===== config.mk =====
export PLATFORM = sky130hd
export DESIGN_NAME = tm_alu_sched
export DESIGN_NICKNAME = d
export VERILOG_FILES = /design/src/rtl/tm_sched_pkg.sv /design/src/rtl/rr_arbiter.sv /design/src/rtl/tm_alu_sched.sv
export SDC_FILE = /design/constraint.sdc
export NUM_CORES = 1
export LEC_CHECK = 0
export ABC_AREA = 1
export ABC_CLOCK_PERIOD_IN_PS = 6800
export CAP_MARGIN = 40
export CORE_ASPECT_RATIO = 0.8
export CORE_MARGIN = 10
export CORE_UTILIZATION = 55
export CTS_CLUSTER_DIAMETER = 120
export CTS_CLUSTER_SIZE = 16
export DETAILED_ROUTE_END_ITERATION = 8
export HOLD_SLACK_MARGIN = 0.02
export PLACE_DENSITY = 0.82
export SKIP_CTS_REPAIR_TIMING = 1
export SLEW_MARGIN = 20
export SYNTH_ARGS = -nofsm -noshare
export SYNTH_HDL_FRONTEND = slang
export SYNTH_HIERARCHICAL = 1
export SYNTH_SLANG_ARGS = --single-unit

===== constraint.sdc =====
create_clock -name clk -period 6.8 [get_ports clk]
set_input_delay 0.68 -clock clk [delete_from_list [all_inputs] [get_ports clk]]
set_output_delay 0.68 -clock clk [all_outputs]
set_load 0.01 [all_outputs]

===== src/rtl/tm_sched_pkg.sv =====
// Shared sizing and the in-flight tag type for the TM_ALU scheduler.
package tm_sched_pkg;
    localparam int NCORE = 4;
    localparam int W     = 8;
    localparam int LAT   = 4;
    localparam int CID_W = $clog2(NCORE);

    // One slot of the in-flight tag pipe: which core's result returns this cycle
    typedef struct packed {
        logic             valid;
        logic [CID_W-1:0] core;
    } tag_t;
endpackage


===== src/rtl/rr_arbiter.sv =====
// Round-robin arbiter: the search starts one past the last granted index.
module rr_arbiter #(
    parameter int N  = 4,
    parameter int IW = $clog2(N)
) (
    input  logic [N-1:0]  i_req,
    input  logic [IW-1:0] i_last,
    output logic [N-1:0]  o_gnt,
    output logic [IW-1:0] o_gnt_idx,
    output logic          o_gnt_vld
);
    logic [IW-1:0] w_cand;

    // First requester found walking last+1, last+2, ... wraps naturally since N is a power of 2
    always_comb begin
        o_gnt     = '0;
        o_gnt_idx = '0;
        o_gnt_vld = 1'b0;
        w_cand    = '0;
        for (int i = 1; i <= N; i++) begin
            w_cand = i_last + IW'(i);
            if (!o_gnt_vld && i_req[w_cand]) begin
                o_gnt_vld     = 1'b1;
                o_gnt_idx     = w_cand;
                o_gnt[w_cand] = 1'b1;
            end
        end
    end
endmodule


===== src/rtl/tm_alu_sched.sv =====
// Shares one pipelined TM_ALU between NCORE cores; owns the per-core stats table.
module tm_alu_sched
    import tm_sched_pkg::*;
(
    input  logic                 clk,
    input  logic                 reset,
    input  logic [NCORE-1:0]     req_valid,
    input  logic [NCORE*W-1:0]   req_cur,
    output logic [NCORE-1:0]     req_ready,
    input  logic                 clr_valid,
    input  logic [CID_W-1:0]     clr_core,
    output logic                 clr_ready,
    output logic [W-1:0]         alu_avg,
    output logic [W-1:0]         alu_inst,
    output logic [W-1:0]         alu_cur,
    input  logic [W-1:0]         alu_avg_new,
    input  logic [W-1:0]         alu_inst_new,
    input  logic [CID_W-1:0]     rd_core,
    output logic [W-1:0]         rd_avg,
    output logic [W-1:0]         rd_inst,
    output logic                 done_valid,
    output logic [CID_W-1:0]     done_core
);
    logic [W-1:0]     r_avg  [NCORE];
    logic [W-1:0]     r_inst [NCORE];
    logic [NCORE-1:0] r_busy;
    logic [CID_W-1:0] r_last;
    tag_t             r_tag  [LAT];

    logic             w_clr_acc;
    logic [NCORE-1:0] w_elig;
    logic [NCORE-1:0] w_gnt;
    logic [CID_W-1:0] w_gnt_idx;
    logic             w_gnt_vld;
    tag_t             w_wb;

    // A busy entry has a result in flight, so it can be neither cleared nor reissued
    assign clr_ready = !r_busy[clr_core];
    assign w_clr_acc = clr_valid && clr_ready;
    assign w_wb      = r_tag[LAT-1];
    assign req_ready = w_gnt;
    assign rd_avg    = r_avg[rd_core];
    assign rd_inst   = r_inst[rd_core];

    // Eligible cores: requesting, idle, and not being cleared this cycle
    always_comb begin
        w_elig = '0;
        for (int i = 0; i < NCORE; i++)
            w_elig[i] = req_valid[i] && !r_busy[i] && !(w_clr_acc && clr_core == CID_W'(i));
    end

    rr_arbiter #(.N(NCORE), .IW(CID_W)) u_arb (
        .i_req     (w_elig),
        .i_last    (r_last),
        .o_gnt     (w_gnt),
        .o_gnt_idx (w_gnt_idx),
        .o_gnt_vld (w_gnt_vld)
    );

    // Stats table and busy scoreboard; writeback, clear and issue never hit the same core
    always_ff @(posedge clk or negedge reset) begin
        if (!reset) begin
            for (int i = 0; i < NCORE; i++) begin
                r_avg[i]  <= '0;
                r_inst[i] <= '0;
            end
            r_busy <= '0;
        end else begin
            if (w_wb.valid) begin
                r_avg[w_wb.core]  <= alu_avg_new;
                r_inst[w_wb.core] <= alu_inst_new;
                r_busy[w_wb.core] <= 1'b0;
            end
            if (w_clr_acc) begin
                r_avg[clr_core]  <= '0;
                r_inst[clr_core] <= '0;
            end
            if (w_gnt_vld)
                r_busy[w_gnt_idx] <= 1'b1;
        end
    end

    // Operand registers, RR pointer and the tag pipe that tracks ALU latency
    always_ff @(posedge clk or negedge reset) begin
        if (!reset) begin
            alu_avg  <= '0;
            alu_inst <= '0;
            alu_cur  <= '0;
            r_last   <= CID_W'(NCORE - 1);
            for (int i = 0; i < LAT; i++)
                r_tag[i] <= '0;
        end else begin
            if (w_gnt_vld) begin
                alu_avg  <= r_avg[w_gnt_idx];
                alu_inst <= r_inst[w_gnt_idx];
                alu_cur  <= req_cur[w_gnt_idx*W +: W];
                r_last   <= w_gnt_idx;
            end
            r_tag[0] <= '{valid: w_gnt_vld, core: w_gnt_idx};
            for (int i = 1; i < LAT; i++)
                r_tag[i] <= r_tag[i-1];
        end
    end

    // Completion pulse; done_core keeps the last written core between pulses
    always_ff @(posedge clk or negedge reset) begin
        if (!reset) begin
            done_valid <= 1'b0;
            done_core  <= '0;
        end else begin
            done_valid <= w_wb.valid;
            if (w_wb.valid)
                done_core <= w_wb.core;
        end
    end
endmodule

==> summary.md, run 1 <==
| Metric | Value |
|---|---|
| Status | `finished clean` |
| Drt pass-1 iters | `5` |
| Power density cells | `550 nW/µm²` |
| Synth Area in XOR/XNOR | `0%` |
| Initial drt markers | `953` |
| Share of cells above drive strength 1 | `5.97%` |
| Longest Clk Path Bufs | `2` |
| Utilization after layout | `68.6%` |
| CTS tree | `yes` |
| RR Endpoint | `alu_cur[0]` |
| RR Startpoint | `r_busy[3]` |
| Biggest area consumer among synthesized cells | `dfrtp_1` |
| Ant diodes | `0` |
| Sw frac | `48.7%` |
| Worst path top cell family by delay | `buffers and inverters` |
| Post-route DRC | `0` |
| DR vias | `6738` |
| Post-synthesis sequential area ratio | `41.1%` |
| Crit-path max FO | `53` |
| CP cell instances | `clkdlybuf4s50_1 > inv_2 > nor2_2 > nand3_1 > nand2_1 > inv_1 > inv_1 > nand2_1 > nand2_1 > inv_1 > nor2_2 > nand3_1 > a21oi_4 > buf_4 > inv_1 > buf_4 > or2_2 > a21boi_0 > o31ai_1` |
| Synth Area in Compound Gates | `16.4%` |
| Die Width | `143 µm` |
| Comb power frac | `61.2%` |
| Most used cell, CP | `inv_1` |
| CP peak stage delay | `0.65 ns` |
| Root Driver | `clkbuf_16` |
| Tmin final | `4.71 ns` |
| F_max | `212 MHz` |
| DR vias/cell | `5.68` |
| Mapped Cells | `959` |
| Num ports | `107` |
| Starting Density | `57.0%` |
| Clock slew at reported path FFs | `0.07 ns` |
| Core box area | `11600 µm²` |
| Synth cell types | `33` |
| DR WL/cell | `16.8 µm` |
| Initial antenna violation count | `0` |
| Avg Cell Area, Syn | `6.92 µm²` |
| Pint | `2260 µW` |
| Area grow syn2layout | `20.5%` |
| Max-Cap Viols | `0` |
| Worst EP arrival | `4.93 ns` |
| Skew-Pair Late Insertion Delay | `0.35 ns` |
| Final instance area | `8000 µm²` |
| Primary FF master, synth | `dfrtp_1` |
| Clock power share | `11.3%` |
| H-tree Lvls | `3` |
| Top-area cell type share of the netlist area | `40.3%` |
| Crit path buf inv count | `8` |
| Die area | `16900 µm²` |
| Crit path kind | `in -> reg` |
| Hold Crit Class | `in -> async` |
| CP endpoint kind | `flip-flop` |
| Placed Area | `7700 µm²` |
| Final Hold Viols | `0` |
| HPWL Detailed | `13200 µm` |
| Net switching power | `2140 µW` |
| RSZ-0062 raised after global routing | `false` |
| Leak | `0.00404 µW` |
| Filler Cell Count | `973` |
| Die Y | `118 µm` |
| Port bufs | `106` |
| Grt ovf | `0` |
| VDD IR max | `367 µV` |
| Setup_tns | `0 ns` |
| Total power | `4400 µW` |
| Synth warn | `6` |
| First-pass GRT wire length | `31800 µm` |
| Slew margin rel. | `43.9%` |
| Syn_nets | `1026` |
| WL final | `20000 µm` |
| Largest family of logic cells by synthesized area | `simple AND/OR/NAND/NOR gates` |
| Largest net degree at the start of global routing | `60` |
| GPL Wtd Cong | `0.890` |
| Setup Viol. Count Final | `0` |
| Post-Synth Simple-Gate Area | `32.3%` |
| CP Launch Type | `input pin` |
| Post-synthesis adder-cell area fraction | `1.51%` |
| #FFs+latches synth | `109` |
| Most frequent cells in the layout | `nand2_1 (293), nor2_1 (152), dfrtp_1 (107), o21ai_0 (105), clkdlybuf4s50_1 (105)` |
| Post-synth ARST share | `100%` |
| Vias in the first global route | `6113` |
| Worst path slowest cell | `nor2_2` |
| Commonest non-fill, non-tap cell in the layout | `nand2_1` |
| Worst Hold Slack | `0.339 ns` |
| Post-synth EDFFs | `0` |
| Slew Viols, Final | `0` |
| Layout Nets | `1100` |
| Share of synthesized area spent on multiplexers | `0%` |
| Post-synthesis cell area | `6640 µm²` |
| Tightest Pin Transition | `0.841 ns` |
| Synth top area cells | `dfrtp_1 (40%), nand2_1 (17%), nor2_1 (8.6%), o21ai_0 (7.9%), inv_1 (3.8%)` |
| CTS Buf Count | `9` |
| Worst R2R Path Depth | `17` |
| Tcrit/Tclk final | `69.3%` |
| # rows | `35` |
| Clock Skew | `0.00692 ns` |
| Worst endpoint required time | `7.02 ns` |
| GRT Util Overall | `23.1%` |
| Clock Sinks | `109` |
| Antenna Violating Nets Remaining | `0` |
| R2R setup slack | `2.81 ns` |
| Flop pwr share | `27.6%` |
## worst register-to-register path: cells and delay by family (launching register included)
family / cells / cell delay (ns)
and+or+nand+nor: 10 / 1.76
DFF: 1 / 0.43
buffers and inverters: 4 / 1.28
AOI/OAI and AO/OA: 3 / 0.41
## cell type report
class	count	area [µm²]	area share (%)
Clock buffer	11	243	3.04
Clock inverter	5	35.0	0.438
Inverter	77	292	3.65
Multi-Input combinational cell	718	3340	41.7
Sequential cell	109	2730	34.1
Tap cell	148	185	2.32
Timing Repair Buffer	118	1170	14.7
## cells in the mapped netlist (2+ instances only)
library cell and number:
inv_1 68, nand3_2 4, nand3_1 20, o21bai_1 10
dfstp_2 2, a21oi_1 50, nor2_2 5, inv_2 6
nand3_4 2, nor2_1 152, nor2_8 2, buf_6 5
dfrtp_1 107, buf_4 4, o22ai_1 16, nand2_2 6
nand4_1 22, nand2_4 3, a21boi_0 5, ha_1 8
clkinv_1 2, o211ai_1 10, o21ai_0 105, clkbuf_1 25
buf_2 20, nand2_1 293
## per-stage QoR
stage,setup slack [ns],instances
after floorplan,3.71,959
after global placement,1.90,1166
after detailed placement,1.83,1169
after CTS,2.21,1185
after global routing,1.77,1186
final,2.09,1186
## flip-flops by register name, summed over array words and instances (netlist names)
signal	count
alu_avg	8
r_busy	4
r_avg	32
done_core	2
alu_cur	8
r_tag	12
alu_inst	8
r_last	2
r_inst	32
done_valid	1
## power groups by stage
stage               clock [µW]  sequential [µW]  combinational [µW]
global placement             0             1230                2560
finish                     497             1210                2690
global route               526             1250                3040
CTS                        503             1220                2650
detailed placement           0             1230                2640
floorplan                    0             1170                1880
## cell families after synthesis
family | after synthesis
DFF | 109
buffers and inverters | 132
AOI/OAI and AO/OA | 199
and+or+nand+nor | 511
adders and majority gates | 8
## worst max-delay path by stage
stage,startpoint,to,slack (ns),cells past startpoint
6_report,clr_core[1],alu_cur[0],2.09,19
4_1_cts,clr_core[1],alu_cur[0],2.21,19
5_1_grt,clr_core[0],alu_cur[0],1.77,18
2_1_floorplan,clr_core[0],alu_cur[0],3.71,19
3_3_place_gp,clr_core[0],alu_cur[0],1.90,14
3_5_place_dp,clr_core[0],alu_cur[0],1.83,18
## metal layers
metal	GRT usage, %	part of all wire [%]
met1	33.6	43
met3	4.84	12
met5	0	0
met2	34.0	43
met4	5.66	1.6
No activity file was read; power rests on OpenSTA's default activity.
==> inputs of run 2 (changes only) <==
--- a/config.mk
+++ b/config.mk
@@ -6,16 +6,16 @@
 export NUM_CORES = 1
 export LEC_CHECK = 0
 export ABC_AREA = 1
-export ABC_CLOCK_PERIOD_IN_PS = 6800
+export ABC_CLOCK_PERIOD_IN_PS = 4400
 export CAP_MARGIN = 40
 export CORE_ASPECT_RATIO = 0.8
 export CORE_MARGIN = 10
-export CORE_UTILIZATION = 55
+export CORE_UTILIZATION = 54
 export CTS_CLUSTER_DIAMETER = 120
 export CTS_CLUSTER_SIZE = 16
 export DETAILED_ROUTE_END_ITERATION = 8
 export HOLD_SLACK_MARGIN = 0.02
-export PLACE_DENSITY = 0.82
+export PLACE_DENSITY = 0.8
 export SKIP_CTS_REPAIR_TIMING = 1
 export SLEW_MARGIN = 20
 export SYNTH_ARGS = -nofsm -noshare
==> constraint.sdc (replaced) <==
create_clock -name clk -period 4.4 [get_ports clk]
set_input_delay 0.44 -clock clk [delete_from_list [all_inputs] [get_ports clk]]
set_output_delay 0.44 -clock clk [all_outputs]
set_load 0.01 [all_outputs]
==> run 2 against run 1 <==
Compared with the run above: global-route usage rose by 0.97 points; routed wire length rose by 3.3%; hold slack got worse by 0.29 ns; non-clock buffer count rose by 8; final cell count rose by 1.0%; sequential share of layout area fell by 0.35 points; critical path depth fell by 3; sequential power rose by 55%; design area rose by 1.0%; total power rose by 58%; core utilization fell by 2.0 points; die area rose by 1.6%; critical path type is now in -> out; critical endpoint is now req_ready[0].
==> summary.md, run 2 (synthesis gave the netlist of run 1 again) <==
| Metric | Value |
|---|---|
| Status | `finished clean (unchanged)` |
| Grt ovf | `0 (unchanged)` |
| Largest registers | `r_avg: 32 flops, r_inst: 32 flops, r_tag: 12 flops (unchanged)` |
| Die area | `17200 µm² (was 16900 µm²)` |
| GPL Wtd Cong | `0.899 (was 0.890)` |
| Setup_tns | `0 ns (unchanged)` |
| Hold Crit Class | `in -> async (unchanged)` |
| Flop pwr share | `26.9% (was 27.6%)` |
| H-tree Lvls | `3 (unchanged)` |
| Comb power frac | `61.0% (was 61.2%)` |
| Area grow syn2layout | `21.8% (was 20.5%)` |
| RR Startpoint | `r_busy[2] (was r_busy[3])` |
| Worst EP arrival | `3.33 ns (was 4.93 ns)` |
| Skew-Pair Late Insertion Delay | `0.36 ns (was 0.35 ns)` |
| Slew Viols, Final | `0 (unchanged)` |
| DR vias | `6722 (was 6738)` |
| Clock slew at reported path FFs | `0.07 ns (about the same)` |
| VDD IR max | `546 µV (was 367 µV)` |
| Clock Sinks | `109 (unchanged)` |
| Port bufs | `106 (unchanged)` |
| Layout Nets | `1108 (was 1100)` |
| RR Endpoint | `alu_cur[4] (was alu_cur[0])` |
| Clock power share | `12.0% (was 11.3%)` |
| Ant diodes | `0 (unchanged)` |
| Num ports | `107 (unchanged)` |
| Initial drt markers | `734 (was 953)` |
| Utilization after layout | `66.7% (was 68.6%)` |
| Initial antenna violation count | `0 (unchanged)` |
| Final Hold Viols | `0 (unchanged)` |
| Die Y | `119 µm (was 118 µm)` |
| R2R setup slack | `1.18 ns (was 2.81 ns)` |
| Die Width | `144 µm (was 143 µm)` |
| F_max | `265 MHz` |
| Sw frac | `49.0% (was 48.7%)` |
| DR vias/cell | `5.61 (was 5.68)` |
| Vias in the first global route | `6360 (was 6113)` |
| Max-Cap Viols | `0 (unchanged)` |
| HPWL Detailed | `13400 µm (was 13200 µm)` |
| Tightest Pin Transition | `0.695 ns (was 0.841 ns)` |
| CTS Buf Count | `9 (unchanged)` |
| GRT Util Overall | `24.1% (was 23.1%)` |
| Net switching power | `3390 µW (was 2140 µW)` |
| Pint | `3540 µW (was 2260 µW)` |
| Non-filler cells, final | `1198 (was 1186)` |
| Clock Skew | `0.00572 ns (was 0.00692 ns)` |
| Power density cells | `858 nW/µm² (was 550 nW/µm²)` |
| Tmin final | `3.77 ns` |
| Slew margin rel. | `53.3% (was 43.9%)` |
| Critical Path Start | `clr_core[0] (was clr_core[1])` |
| Drt pass-1 iters | `5 (unchanged)` |
| Post-route DRC | `0 (unchanged)` |
| CP Launch Type | `input pin (unchanged)` |
| Antenna Violating Nets Remaining | `0 (unchanged)` |
| Dpl cells | `1180 (was 1169)` |
| DR WL/cell | `17.2 µm (was 16.8 µm)` |
| Leak | `0.00409 µW (was 0.00404 µW)` |
| Starting Density | `54.8% (was 57.0%)` |
| First-pass GRT wire length | `33500 µm (was 31800 µm)` |
| CP endpoint kind | `output port (was flip-flop)` |
| Worst R2R Path Depth | `16 (was 17)` |
| RSZ-0062 raised after global routing | `false (unchanged)` |
| Largest net degree at the start of global routing | `53 (was 60)` |
| Commonest non-fill, non-tap cell in the layout | `nand2_1 (unchanged)` |
| Tcrit/Tclk final | `85.7%` |
| Crit path kind | `in -> out (was in -> reg)` |
| Share of cells above drive strength 1 | `6.79% (was 5.97%)` |
| Crit-path max FO | `17 (was 53)` |
| # rows | `36 (was 35)` |
| WL final | `20600 µm (was 20000 µm)` |
| CTS tree | `yes (unchanged)` |
| Setup Viol. Count Final | `0 (unchanged)` |
| Core box area | `12100 µm² (was 11600 µm²)` |
| Root Driver | `clkbuf_16 (unchanged)` |
| Worst endpoint required time | `3.96 ns (was 7.02 ns)` |
| Longest Clk Path Bufs | `2 (unchanged)` |
| Most frequent cells in the layout | `nand2_1 (293), nor2_1 (152), dfrtp_1 (107), o21ai_0 (105), clkdlybuf4s50_1 (105) (unchanged)` |
-- run 2: changes by cell type in the layout (fill, tap and decap cells not counted), sizes merged --
cell / before / now
clkbuf: 11 / 9
bufinv: 0 / 1
buf: 13 / 21
inv: 76 / 77
-- run 2: area by class of cell --
cell class	count	area, µm²
clock buffer	9	225
clock inverter	7	73.8
fill	1046	4040
inverter	77	292
multi-input combinational	718	3340
sequential	109	2730
tap	152	190
timing repair buffer	126	1230
-- run 2: worst max-delay path: stages --
cell and delay [ns]:
clkdlybuf4s50_1 0.66, inv_2 0.10, nand3_1 0.13, nand2_4 0.08, nor2_8 0.19, nand3_4 0.25, nand2_1 0.15, inv_1 0.06
nand2_1 0.11, nand2_2 0.08, nand2_2 0.10, nand2_2 0.08, nor2_2 0.17, a21oi_1 0.09, nand3_1 0.09, clkdlybuf4s50_1 0.54
-- run 2: power by group through the flow --
stage          combinational, µW  clock [µW]  sequential [µW]
6_report                    4230         834             1870
5_1_grt                     4770         880             1910
4_1_cts                     4170         832             1870
3_5_place_dp                4140           0             1880
3_3_place_gp                4060           0             1870
2_1_floorplan               2900           0             1810
-- run 2: per-stage QoR --
stage	area, µm²	setup slack, ns	hold slack (ns)	power (µW)
5_1_grt	8080	0.393	0.0843	7560
3_5_place_dp	7750	0.480	0.335	6020
4_1_cts	8050	0.647	0.0601	6870
3_3_place_gp	7730	0.643	0.331	5930
6_report	8080	0.629	0.0451	6930
2_1_floorplan	6640	1.55	0.144	4700
-- run 2: worst max path at each step --
stage / endpoint / depth (start not counted) / slack (ns)
2_1_floorplan: alu_cur[0] / 19 / 1.55
3_3_place_gp: alu_cur[3] / 20 / 0.64
3_5_place_dp: alu_cur[4] / 18 / 0.48
4_1_cts: req_ready[3] / 16 / 0.65
5_1_grt: req_ready[1] / 16 / 0.39
6_report: req_ready[0] / 16 / 0.63
-- run 2: per-layer routing --
layer  vias up  share of wire, %  global-route usage [%]
met2       348                46                    37.0
met1      3109                43                    33.2
met3        24                10                    5.64
met4         0               1.4                    6.43
met5         -                 0                       0
li1       3241                 -                       -
==> inputs of run 3 (changes only) <==
--- a/config.mk
+++ b/config.mk
@@ -11,7 +11,7 @@
 export CORE_ASPECT_RATIO = 0.8
 export CORE_MARGIN = 10
 export CORE_UTILIZATION = 54
-export CTS_CLUSTER_DIAMETER = 120
+export CTS_CLUSTER_DIAMETER = 40
 export CTS_CLUSTER_SIZE = 16
 export DETAILED_ROUTE_END_ITERATION = 8
 export HOLD_SLACK_MARGIN = 0.02
==> results of run 3 <==
Same layout as run 2: the final DEF is identical, and so are final timing and power.
